==> src/rtl/seg_pkg.sv <==
// Shared constants for the seven-segment scan controller: glyph table and blanking code.
// Latency: none (constants only).
// Backpressure: none.
package seg_pkg;

    // All segments off (active-low).
    localparam logic [6:0] SEG_BLANK = 7'h7F;

    // Brightness code that keeps the digit lit for the whole slot.
    localparam logic [3:0] BRIGHT_FULL = 4'd15;

    // Active-low glyphs, bit 0 = segment a ... bit 6 = segment g.
    // Element 0 is the rightmost entry: 0,1,2,3,4,5,6,7,8,9,A,b,C,d,E,F.
    localparam logic [15:0][6:0] SEG_GLYPH = {
        7'h0E, 7'h06, 7'h21, 7'h46,   // F E d C
        7'h03, 7'h08, 7'h10, 7'h00,   // b A 9 8
        7'h78, 7'h02, 7'h12, 7'h19,   // 7 6 5 4
        7'h30, 7'h24, 7'h79, 7'h40    // 3 2 1 0
    };

endpackage

==> src/rtl/seg_hex_decode.sv <==
// Hex nibble to active-low seven-segment glyph.
// Latency: combinational.
// Backpressure: none.
module seg_hex_decode
    import seg_pkg::*;
(
    input  logic [3:0] hex,
    output logic [6:0] seg_n
);

    // Straight table lookup; every one of the 16 codes has a glyph.
    always_comb begin
        seg_n = SEG_GLYPH[hex];
    end

endmodule

==> src/rtl/seg_scan_ctrl.sv <==
// Multiplexed seven-segment scan controller with per-digit enable, blink, dp and PWM dimming.
// Latency: an_n/seg_n/dp_n registered, one clock after the prescaler/index state that selects them.
// Backpressure: none; inputs are captured into shadows once per frame. Option: SEG_LZ_SUPPRESS_EN.
module seg_scan_ctrl
    import seg_pkg::*;
#(
    parameter int NDIGITS = 8,
    parameter int DIV_W   = 16,
    parameter int BLINK_W = 6
) (
    input  logic                   clk,
    input  logic                   resetn,
    input  logic [NDIGITS-1:0]     en,
    input  logic [4*NDIGITS-1:0]   digits,
    input  logic [NDIGITS-1:0]     dp,
    input  logic [NDIGITS-1:0]     blink,
    input  logic [3:0]             bright,
    output logic [NDIGITS-1:0]     an_n,
    output logic [6:0]             seg_n,
    output logic                   dp_n,
    output logic                   frame_tick
);

    localparam int IDX_W = 3;
    localparam logic [IDX_W-1:0] LAST_IDX = IDX_W'(NDIGITS - 1);

    logic [DIV_W-1:0]     presc;
    logic [IDX_W-1:0]     idx;
    logic [BLINK_W-1:0]   frame_cnt;
    logic                 slot_end;
    logic                 frame_end;
    logic                 blink_phase;
    logic                 pwm_on;

    logic [NDIGITS-1:0]   en_sh;
    logic [4*NDIGITS-1:0] dig_sh;
    logic [NDIGITS-1:0]   dp_sh;
    logic [NDIGITS-1:0]   blink_sh;

    logic [NDIGITS-1:0]   show_mask;
    logic                 sel_en;
    logic                 sel_dp;
    logic                 sel_blink;
    logic [3:0]           sel_nib;
    logic [6:0]           seg_dec;
    logic                 lit;

    assign slot_end    = &presc;
    assign frame_end   = slot_end && (idx == LAST_IDX);
    assign blink_phase = frame_cnt[BLINK_W-1];
    // bright = 15 keeps every slot phase lit; bright = 0 lights only the first 1/16.
    assign pwm_on      = (bright == BRIGHT_FULL) || (presc[DIV_W-1 -: 4] <= bright);

    // Prescaler, digit index, frame counter and end-of-frame pulse.
    always_ff @(posedge clk or negedge resetn) begin
        if (!resetn) begin
            presc      <= '0;
            idx        <= '0;
            frame_cnt  <= '0;
            frame_tick <= 1'b0;
        end else begin
            presc      <= presc + 1'b1;
            frame_tick <= frame_end;
            // Counter moves on the same edge that raises frame_tick, so the
            // blink phase is already settled for the first slot of the new frame.
            if (frame_end) begin
                frame_cnt <= frame_cnt + 1'b1;
            end
            if (slot_end) begin
                idx <= (idx == LAST_IDX) ? '0 : idx + 1'b1;
            end
        end
    end

    // Shadow capture at frame boundaries so a frame never mixes old and new data.
    always_ff @(posedge clk or negedge resetn) begin
        if (!resetn) begin
            en_sh    <= '0;
            dig_sh   <= '0;
            dp_sh    <= '0;
            blink_sh <= '0;
        end else if (frame_end) begin
            en_sh    <= en;
            dig_sh   <= digits;
            dp_sh    <= dp;
            blink_sh <= blink;
        end
    end

`ifdef SEG_LZ_SUPPRESS_EN
    // Blank digits above the most-significant nonzero nibble; digit 0 and dp digits always stay.
    always_comb begin
        logic seen;
        seen      = 1'b0;
        show_mask = '0;
        for (int i = NDIGITS - 1; i >= 0; i--) begin
            seen         = seen | (dig_sh[4*i +: 4] != 4'h0);
            show_mask[i] = seen | dp_sh[i] | (i == 0);
        end
    end
`else
    assign show_mask = '1;
`endif

    // Select the shadow fields of the digit currently being scanned.
    always_comb begin
        sel_en    = 1'b0;
        sel_dp    = 1'b0;
        sel_blink = 1'b0;
        sel_nib   = 4'h0;
        for (int i = 0; i < NDIGITS; i++) begin
            if (idx == IDX_W'(i)) begin
                sel_en    = en_sh[i] & show_mask[i];
                sel_dp    = dp_sh[i];
                sel_blink = blink_sh[i];
                sel_nib   = dig_sh[4*i +: 4];
            end
        end
    end

    seg_hex_decode u_hex_decode (
        .hex   (sel_nib),
        .seg_n (seg_dec)
    );

    assign lit = sel_en && pwm_on && !(sel_blink && blink_phase);

    // Registered drive of anodes/segments; everything dark when the digit is unlit.
    always_ff @(posedge clk or negedge resetn) begin
        if (!resetn) begin
            an_n  <= '1;
            seg_n <= SEG_BLANK;
            dp_n  <= 1'b1;
        end else if (lit) begin
            an_n  <= ~(NDIGITS'(1) << idx);
            seg_n <= seg_dec;
            dp_n  <= ~sel_dp;
        end else begin
            an_n  <= '1;
            seg_n <= SEG_BLANK;
            dp_n  <= 1'b1;
        end
    end

endmodule
==> config.mk <==
export PLATFORM = sky130hd
export DESIGN_NAME = seg_scan_ctrl
export DESIGN_NICKNAME = d
export VERILOG_FILES = /design/src/rtl/seg_pkg.sv /design/src/rtl/seg_hex_decode.sv /design/src/rtl/seg_scan_ctrl.sv
export SDC_FILE = /design/constraint.sdc
export NUM_CORES = 1
export LEC_CHECK = 0
export ABC_AREA = 1
export CAP_MARGIN = 20
export CORE_AREA = 2 2 126 140
export CTS_CLUSTER_SIZE = 12
export DETAILED_ROUTE_END_ITERATION = 8
export DIE_AREA = 0 0 128 142
export SETUP_SLACK_MARGIN = 0.3
export SYNTH_ARGS = -nofsm -noshare
export SYNTH_HDL_FRONTEND = slang
export SYNTH_HIERARCHICAL = 1
export SYNTH_SLANG_ARGS = --single-unit
==> constraint.sdc <==
create_clock -name clk -period 2 [get_ports clk]
set_input_delay 0.2 -clock clk [delete_from_list [all_inputs] [get_ports clk]]
set_output_delay 0.2 -clock clk [all_outputs]
set_load 0.01 [all_outputs]
Word level (Yosys, flattened, before mapping):

Memories as Yosys holds them, arrays and structs flattened.
Index checks and enable logic that the tools add are counted.

* register bits after elaboration: 98
* ROM bits: 112
* input port bits: 62
* memories kept: 1

* add/subtract/negate cells: 3
* order comparisons: 2
* equal/unequal tests: 8
* shifts and indexed selects: 1
* multiplexer cells: 37
* bitwise operators: 2
* reduce and logical (&&, ||, !) cells: 8

Memory list
* (no name shown): depth 16, bits a word 7, read ports 1, clocked after Yosys merged registers in 0, write ports 0, line seg_hex_decode.sv:13 `seg_n = SEG_GLYPH[hex];`

Operators with widths (count)
* $mux W4: 8
* $mux W1: 25
* $add A16 B1 Y16 const B: 1
* $reduce_and A16 Y1: 1
* $mux W7: 2
* $eq A3 B3 Y1 const B: 4
* $mux W8: 1
* $not A8 Y8: 1
* $shl A1 B3 Y8 const A: 1
* $add A6 B1 Y6 const B: 1
* $eq A3 B2 Y1 const B: 2
* $lt A4 B5 Y1 const B: 1
* $eq A4 B4 Y1 const B: 1
* $le A4 B4 Y1: 1
* $logic_and A1 B1 Y1: 4
* $add A3 B1 Y3 const B: 1
* $eq A3 B1 Y1 const B: 1
* $logic_not A3 Y1: 1
* $mux W3: 1
* $logic_not A1 Y1: 1
* $logic_or A1 B1 Y1: 1
* $not A1 Y1: 1

Logic depth before layout (Yosys ltp):

Gate-level depths: netlist of the first run.

* depth in word-level cells: 13
* depth in mapped cells: 21
* gate-level depth less buffers: 20

Hierarchy:

The synthesis of the first run kept the hierarchy.

Modules (own cells, without submodules)
* seg_scan_ctrl: instances 1, cells each 576, area an instance 4673.2 µm², sequential area each 2472.4 µm²
* seg_hex_decode: instances 1, cells each 49, area an instance 274.0 µm², sequential area each 0.0 µm²

Worst setup path after synthesis of the first run:

OpenSTA, ideal clock, no wires.

* kind: register to register
* from: reg idx[0]
* to: reg seg_n[3]
* library setup time: 0.060 ns
* arrival: 2.170 ns
* path slack: -0.230 ns
* stages on the path, launching flop included: 21
* clock period less this slack: 2.230 ns
* path through: dfrtp_1 > inv_1 > ha_1 > inv_1 > nor2_8 > inv_1 > buf_6 > nand3_1 > o211ai_1 > nand3_1 > nand2_1 > nand2_1 > nand2_1 > nand2_1 > inv_1 > ha_1 > nand2_1 > nand3_1 > nand2_1 > inv_1 > nand2_1

RTL lines
* from (decl): line seg_scan_ctrl.sv:28 `logic [IDX_W-1:0] idx;`
* from (signal assigned): line seg_scan_ctrl.sv:70 `idx <= (idx == LAST_IDX) ? '0 : idx + 1'b1;`
* $logic_not A3 Y1: line seg_scan_ctrl.sv:112 `if (idx == IDX_W'(i)) begin`
* $mux W4 (7 in a row): line seg_scan_ctrl.sv:112
* $mux W4 *: line seg_scan_ctrl.sv:112
* net sel_nib[0]: line seg_scan_ctrl.sv:44 `logic [3:0] sel_nib;`
* $mem_v2 Z16 W7 *
* $mux W7 (not written as such) *: line seg_hex_decode.sv:13
* net seg_dec[3]: line seg_scan_ctrl.sv:45 `logic [6:0] seg_dec;`
* $mux W7 *: line seg_scan_ctrl.sv:134 `end else if (lit) begin`
* to (signal assigned): line seg_scan_ctrl.sv:136 `seg_n <= seg_dec;`
* to (decl): line seg_scan_ctrl.sv:19 `output logic [6:0] seg_n,`

Mark *: on every way through the listed nets, which the timed path passes. The rest lies on a longest branch. The select of a mux whose other input is x is not followed.
A chain may end at the register's enable or synchronous reset.

Final worst setup path of the first run:

* from: reg idx[1]
* to: reg seg_n[1]

Same word-level chain as after synthesis.

==> impl_metrics.ini, run 1 <==
[synthesis]
post-synth-top-count-cell = nand2_1
syn-num-nets = 706
async_flop_share_pct = 100.0
ys_types = 32
yosys-top-cells-area = dfrtp_1 (41%), nand2_1 (23%), dfstp_2 (8.5%)
synth_ff_type = dfrtp_1
yosys_warnings = 6
yosys-top-cells-count = nand2_1 (301), dfrtp_1 (82), inv_1 (51)
synth-edff-count = 0
syn_area_um2 = 4947
synth_largest_area_cell = dfrtp_1
synth_top_area_share_pct = 41.48
synth.avg_cell_area_um2 = 7.916
ys_ff_latch = 98
netlist_instances = 625
ys_seq_area_share_pct = 49.97

[place]
numPortBuffers = 78
place_hpwl_um = 8634
placed_area_um2 = 6299
gp_congestion = 0.8291
place_ws_ps = -177.5

[critical_path]
cp_max_fo = 5
endpoint_kind = flop
critPathBufInv = 4
crit_family = simple AND/OR/NAND/NOR gates
critPathKind = flop to flop
cp_cell_sequence = inv_2 > ha_4 > inv_2 > nor2_4 > nand2_2 > nand3_2 > o211ai_1 > nand3_1 > nand2_1 > nand2_2 > nand2_2 > nand2_4 > clkinv_4 > ha_4 > nand3_1 > nand2_1 > inv_1 > nand2_1
startpoint_type = flop
cp.required_ps = 2300
cp.arrival_ps = 2460
crit_path_top_delay_cell = dfrtp_1
cp_slowest_stage_delay_ps = 410

[clocking]
clkSinkCount = 98
root_buffer = clkbuf_16
path_clk_slew_ps = 70
cts-buffers-inserted = 9
tritoncts = built
clkLatencyLatePin_ps = 350
htreeDepth = 3
clock_path_buffers = 2

[min_path]
min-delay-path-class = input pin to async pin

[finish]
fillers = 1661
post-route-cell-area_um2 = 7117
area_growth_syn_to_layout_pct = 43.85
final_nets = 836
layout-drive-gt1-share_pct = 23.95
seqCellArea_um2 = 2472
num_antenna_cells = 0
multi_input_area_um2 = 2484

[routing]
route.final.wire_length_um = 12340
vias_per_cell = 4.322
drt-initial-drc-count = 236
vias = 4184
post_drt_wl_per_cell_um = 12.75
antenna_left = 0
drc = 0
drt_first_pass_iters = 4

[sta]
setup_viol = 16
clock_skew_ps = 10.43
hold_viol = 0
tns_ps = -1664
whs_ps = 345.1
slew_headroom_pct = 71.71
period_share_pct = 108.3
layout_setup_ws_ps = -166.4
tightest_slew_ps = 424.3
period_needed_ps = 2166
drv_slew = 0
rsz0062_at_grt = true
max_freq_ghz = 0.4616

[floorplan]
core.rowCount = 50
initial_core_util_pct = 29.51
dieWidth_um = 128
coreArea_um2 = 16770
die_area_um2 = 18180
ioPinCount = 79
die_h_um = 142

[power_and_ir_drop]
power_density_nw_per_um2 = 539.9
p_leak_nw = 3.345
peakVddDrop_mv = 0.3645

[run]
maxCapViolations = 0

[global_routing]
grt_max_degree = 52
grt_usage_pct = 14.64
grt_pass1_wl_um = 20840
grt_pass1_vias = 4311
grt_overflow = 0
antenna_found_initial = 0

[run_status]
status = complete, but fails checks
failed_checks = setup timing
layout by cell type, fill, tap and decap left out, types with 4 or more instances in the layout:
master / Yosys / layout
dfrtp_1: 82 / 82
dfstp_2: 16 / 16
xor2_1: 15 / 15
buf_6: 6 / 7
ha_4: 0 / 10
inv_1: 51 / 40
ha_1: 19 / 6
nand2_4: 0 / 4
inv_2: 7 / 11
inv_4: 0 / 5
buf_12: 0 / 6
clkbuf_16: 0 / 9
nand2_2: 2 / 27
nand3_1: 37 / 27
o21ai_0: 10 / 9
nor2_4: 1 / 7
nand2_1: 301 / 271
nand3_2: 0 / 8
a21oi_1: 4 / 4
nor2_1: 34 / 29
buf_4: 7 / 44
clkdlybuf4s50_1: 0 / 77
nand4_1: 4 / 4
state kept, by name, summed over array words and instances, names as in the netlist:
| register | cells |
|---|---|
| an_n | 8 |
| blink_sh | 8 |
| dig_sh | 32 |
| dp_n | 1 |
| dp_sh | 8 |
| en_sh | 8 |
| frame_cnt | 6 |
| frame_tick | 1 |
| idx | 3 |
| presc | 16 |
| seg_n | 7 |
where the power goes:
part | total, mW | internal, mW | leakage [nW] | switching, mW
Combinational | 0.200 | 0.129 | 2.20 | 0.0712
Sequential | 1.99 | 1.99 | 1.01 | 0.000995
Clock | 1.65 | 0.909 | 0.139 | 0.744
Total | 3.84 | 3.03 | 3.35 | 0.816
routing by layer:
layer	track usage, %	part of all wire [%]	routed length (um)
met1	18.64	46	5680
met2	24.85	49	6091
met3	2.744	2.9	364
met5	0	0	0
met4	5.263	1.6	203
cells by family (layout without fill, tap and decap cells):
group | Yosys count | after routing | synth area share, %
flops | 98 | 98 | 49.97
buf+inv | 78 | 213 | 7.410
fa+ha+maj | 19 | 19 | 4.805
xor+xnor | 18 | 18 | 3.187
compound gates | 21 | 21 | 2.453
simple gates | 391 | 391 | 32.17
timing repair:
item | 4_1_cts | 5_1_grt
gates resized for setup | 48 | 44
setup endpoints to repair | 82 | 83
pin swaps | 32 | 35
hold buffers | 1 | 0
endpoints found under the hold margin | 27 | 0
setup buffers | 9 | 7
gates cloned | 2 | 0
final timing paths:
path	cells past startpoint	slack [ps]	end	startpoint
max reg2reg	18	-170	seg_n[1]	idx[1]
min	2	350	dp_sh[7]	resetn
max in group asynchronous	3	1000	dp_n	resetn
min reg2reg	2	470	dp_sh[3]	dp_sh[3]
max	18	-170	seg_n[1]	idx[1]
min in group clk	3	380	en_sh[6]	en[6]
cell type report:
cell class              instances  share of cell area, %
repair buffers                138                  19.23
inverters                      59                  3.499
well taps                     208                  3.657
clock buffers                  12                  3.604
flip-flops and latches         98                  34.74
multi-input cells             449                  34.90
clock inverters                 4                 0.3692
per-stage QoR:
step | total power [mW] | utilization, % | std cells
finish | 3.842 | 42.45 | 968
global route | 3.981 | 42.45 | 968
CTS | 3.898 | 41.06 | 961
detailed placement | 2.221 | 37.57 | 933
global placement | 2.219 | 37.57 | 933
floorplan | 2.039 | - | 625
(Power assumes the default switching activity.)
==> inputs of run 2 (changes only) <==
--- a/config.mk
+++ b/config.mk
@@ -6,11 +6,11 @@
 export NUM_CORES = 1
 export LEC_CHECK = 0
 export ABC_AREA = 1
-export CAP_MARGIN = 20
 export CORE_AREA = 2 2 126 140
 export CTS_CLUSTER_SIZE = 12
 export DETAILED_ROUTE_END_ITERATION = 8
 export DIE_AREA = 0 0 128 142
+export HOLD_SLACK_MARGIN = 0.1
 export SETUP_SLACK_MARGIN = 0.3
 export SYNTH_ARGS = -nofsm -noshare
 export SYNTH_HDL_FRONTEND = slang
==> results of run 2 <==
Same layout as run 1: the final DEF is identical, and so are final timing and power.
==> inputs of run 3 (changes only) <==
--- a/config.mk
+++ b/config.mk
@@ -6,10 +6,10 @@
 export NUM_CORES = 1
 export LEC_CHECK = 0
 export ABC_AREA = 1
-export CORE_AREA = 2 2 126 140
+export CORE_AREA = 2 2 110 122
 export CTS_CLUSTER_SIZE = 12
 export DETAILED_ROUTE_END_ITERATION = 8
-export DIE_AREA = 0 0 128 142
+export DIE_AREA = 0 0 112 124
 export HOLD_SLACK_MARGIN = 0.1
 export SETUP_SLACK_MARGIN = 0.3
 export SYNTH_ARGS = -nofsm -noshare
==> impl_metrics.ini, run 3 (synthesized netlist as in run 1, its figures left out) <==
[routing]
antenna_left = 0
drt_first_pass_iters = 4
drt-initial-drc-count = 173
route.final.wire_length_um = 13770
post_drt_wl_per_cell_um = 14.82
vias_per_cell = 4.748
vias = 4411
drc = 0

[finish]
final_nets = 848
largest_reg_flops = 32
post-route-cell-area_um2 = 7560
regMostFlops = dig_sh
largestRegisters = dig_sh: 32 flops, presc: 16 flops
final_cell_mix = nand2_1 (205), dfrtp_1 (81), clkdlybuf4s50_1 (77)
num_antenna_cells = 0
final_common_cell = nand2_1
layout-drive-gt1-share_pct = 33.94
area_growth_syn_to_layout_pct = 52.81

[power_and_ir_drop]
p_leak_nw = 3.509
power_density_nw_per_um2 = 530.5
peakVddDrop_mv = 0.5009

[critical_path]
cp_slowest_stage_delay_ps = 410
cp_max_fo = 4
cp.arrival_ps = 2480
r2r_slack_ps = -180
crit_path_top_delay_cell = dfrtp_1
crit_top_cell = nand2_1
endpoint_kind = flop
critPathKind = flop to flop
startpoint_type = flop
cp_cell_sequence = inv_2 > ha_4 > inv_2 > nor2_4 > nand2_1 > nand3_1 > o211ai_1 > nand3_1 > nand2_1 > nand2_1 > nand2_2 > nand2_4 > ha_2 > nand2_2 > o21ai_1 > nand2_1 > nand2_1 > inv_1 > nand2_1
cp.required_ps = 2300

[floorplan]
die_h_um = 124
die_area_um2 = 13890
dieWidth_um = 112
coreArea_um2 = 12590
ioPinCount = 79
initial_core_util_pct = 39.30
core.rowCount = 43

[global_routing]
grt_max_degree = 99
antenna_found_initial = 0
grt_usage_pct = 17.67
grt_pass1_vias = 4153
grt_pass1_wl_um = 19510
grt_overflow = 0

[sta]
slew_headroom_pct = 62.08
hold_viol = 0
drv_slew = 0
max_freq_ghz = 0.4595
layout_setup_ws_ps = -176.5
period_needed_ps = 2176
setup_viol = 16
period_share_pct = 108.8
tightest_slew_ps = 568.9
clock_skew_ps = 6.324
rsz0062_at_grt = true

[place]
gp_congestion = 0.9035
place_ws_ps = -220.0
numPortBuffers = 78
place_hpwl_um = 8361
placed_area_um2 = 6222

[clocking]
root_buffer = clkbuf_16
clkSinkCount = 98
path_clk_slew_ps = 70
clkLatencyLatePin_ps = 360
tritoncts = built
cts-buffers-inserted = 9
htreeDepth = 3
clock_path_buffers = 2

[run_status]
status = complete, but fails checks
failed_checks = setup timing

[min_path]
min-delay-path-class = input pin to flop

[run]
maxCapViolations = 0
run 3: changes by cell type in the layout (fill, tap and decap cells not counted), moves of 7 or more:
cell / before / now
nand2_1: 271 / 205
nand2_2: 27 / 64
nand2_4: 4 / 34
clkbuf_16: 9 / 16
run 3: path summary, 6_finish.rpt:
| kind | depth (start not counted) | from | end |
|---|---|---|---|
| max in group asynchronous | 3 | resetn | dig_sh[8] |
| setup / recovery | 19 | idx[1] | seg_n[5] |
| min in group asynchronous | 3 | resetn | blink_sh[7] |
| hold reg to reg | 2 | en_sh[6] | en_sh[6] |
| hold / removal | 3 | blink[2] | blink_sh[2] |
| setup reg to reg | 19 | idx[1] | seg_n[5] |
run 3: metal layers:
metal	GRT usage [%]	vias up	share of wire, %
met3	2.920	31	3.4
li1	-	2192	-
met2	29.73	93	49
met5	0	-	0
met4	7.470	0	3.6
met1	22.86	2095	44
run 3: final cells by class:
| type | count | area, um^2 |
|---|---|---|
| tap | 157 | 196.4 |
| timing repair buffer | 150 | 1593 |
| inverter | 59 | 251.5 |
| clock buffer | 11 | 252.7 |
| fill | 1070 | 5030 |
| multi-input combinational | 449 | 2733 |
| sequential | 98 | 2474 |
| clock inverter | 5 | 60.06 |
run 3: stage by stage:
stage	setup TNS [ps]	power, mW	cells	hold WS, ps	util [%]
3_5_place_dp	-3131	2.218	882	307.9	49.42
2_1_floorplan	-395.3	2.039	625	-95.59	-
5_1_grt	-3793	4.123	929	390.5	60.05
6_report	-1563	4.011	929	375.6	60.05
4_1_cts	-704.2	4.040	903	371.8	53.03
3_3_place_gp	-1232	2.214	882	296.8	49.42
run 3: what timing repair did:
| item | CTS | global route |
|---|---|---|
| hold buffers | 1 | 0 |
| setup endpoints to repair | 82 | 84 |
| cloned | 0 | 10 |
| pin swaps | 16 | 53 |
| resized for setup | 30 | 159 |
| buffers inserted | 4 | 16 |
| hold endpoints to repair | 82 | 0 |
run 3: where the power goes:
part / switching (mW) / internal [mW]
Combinational: 0.0730 / 0.124
Clock: 0.783 / 1.04
Sequential: 0.000752 / 1.99
run 3: worst max-delay path, delay by kind of cell, from the launching register on:
| kind | cells | cell delay, ps |
|---|---|---|
| AO/OA/AOI/OAI | 2 | 170 |
| adder cells (fa/ha/maj) | 2 | 390 |
| buffers and inverters | 3 | 200 |
| flip-flops | 1 | 410 |
| AND/OR/NAND/NOR | 12 | 940 |
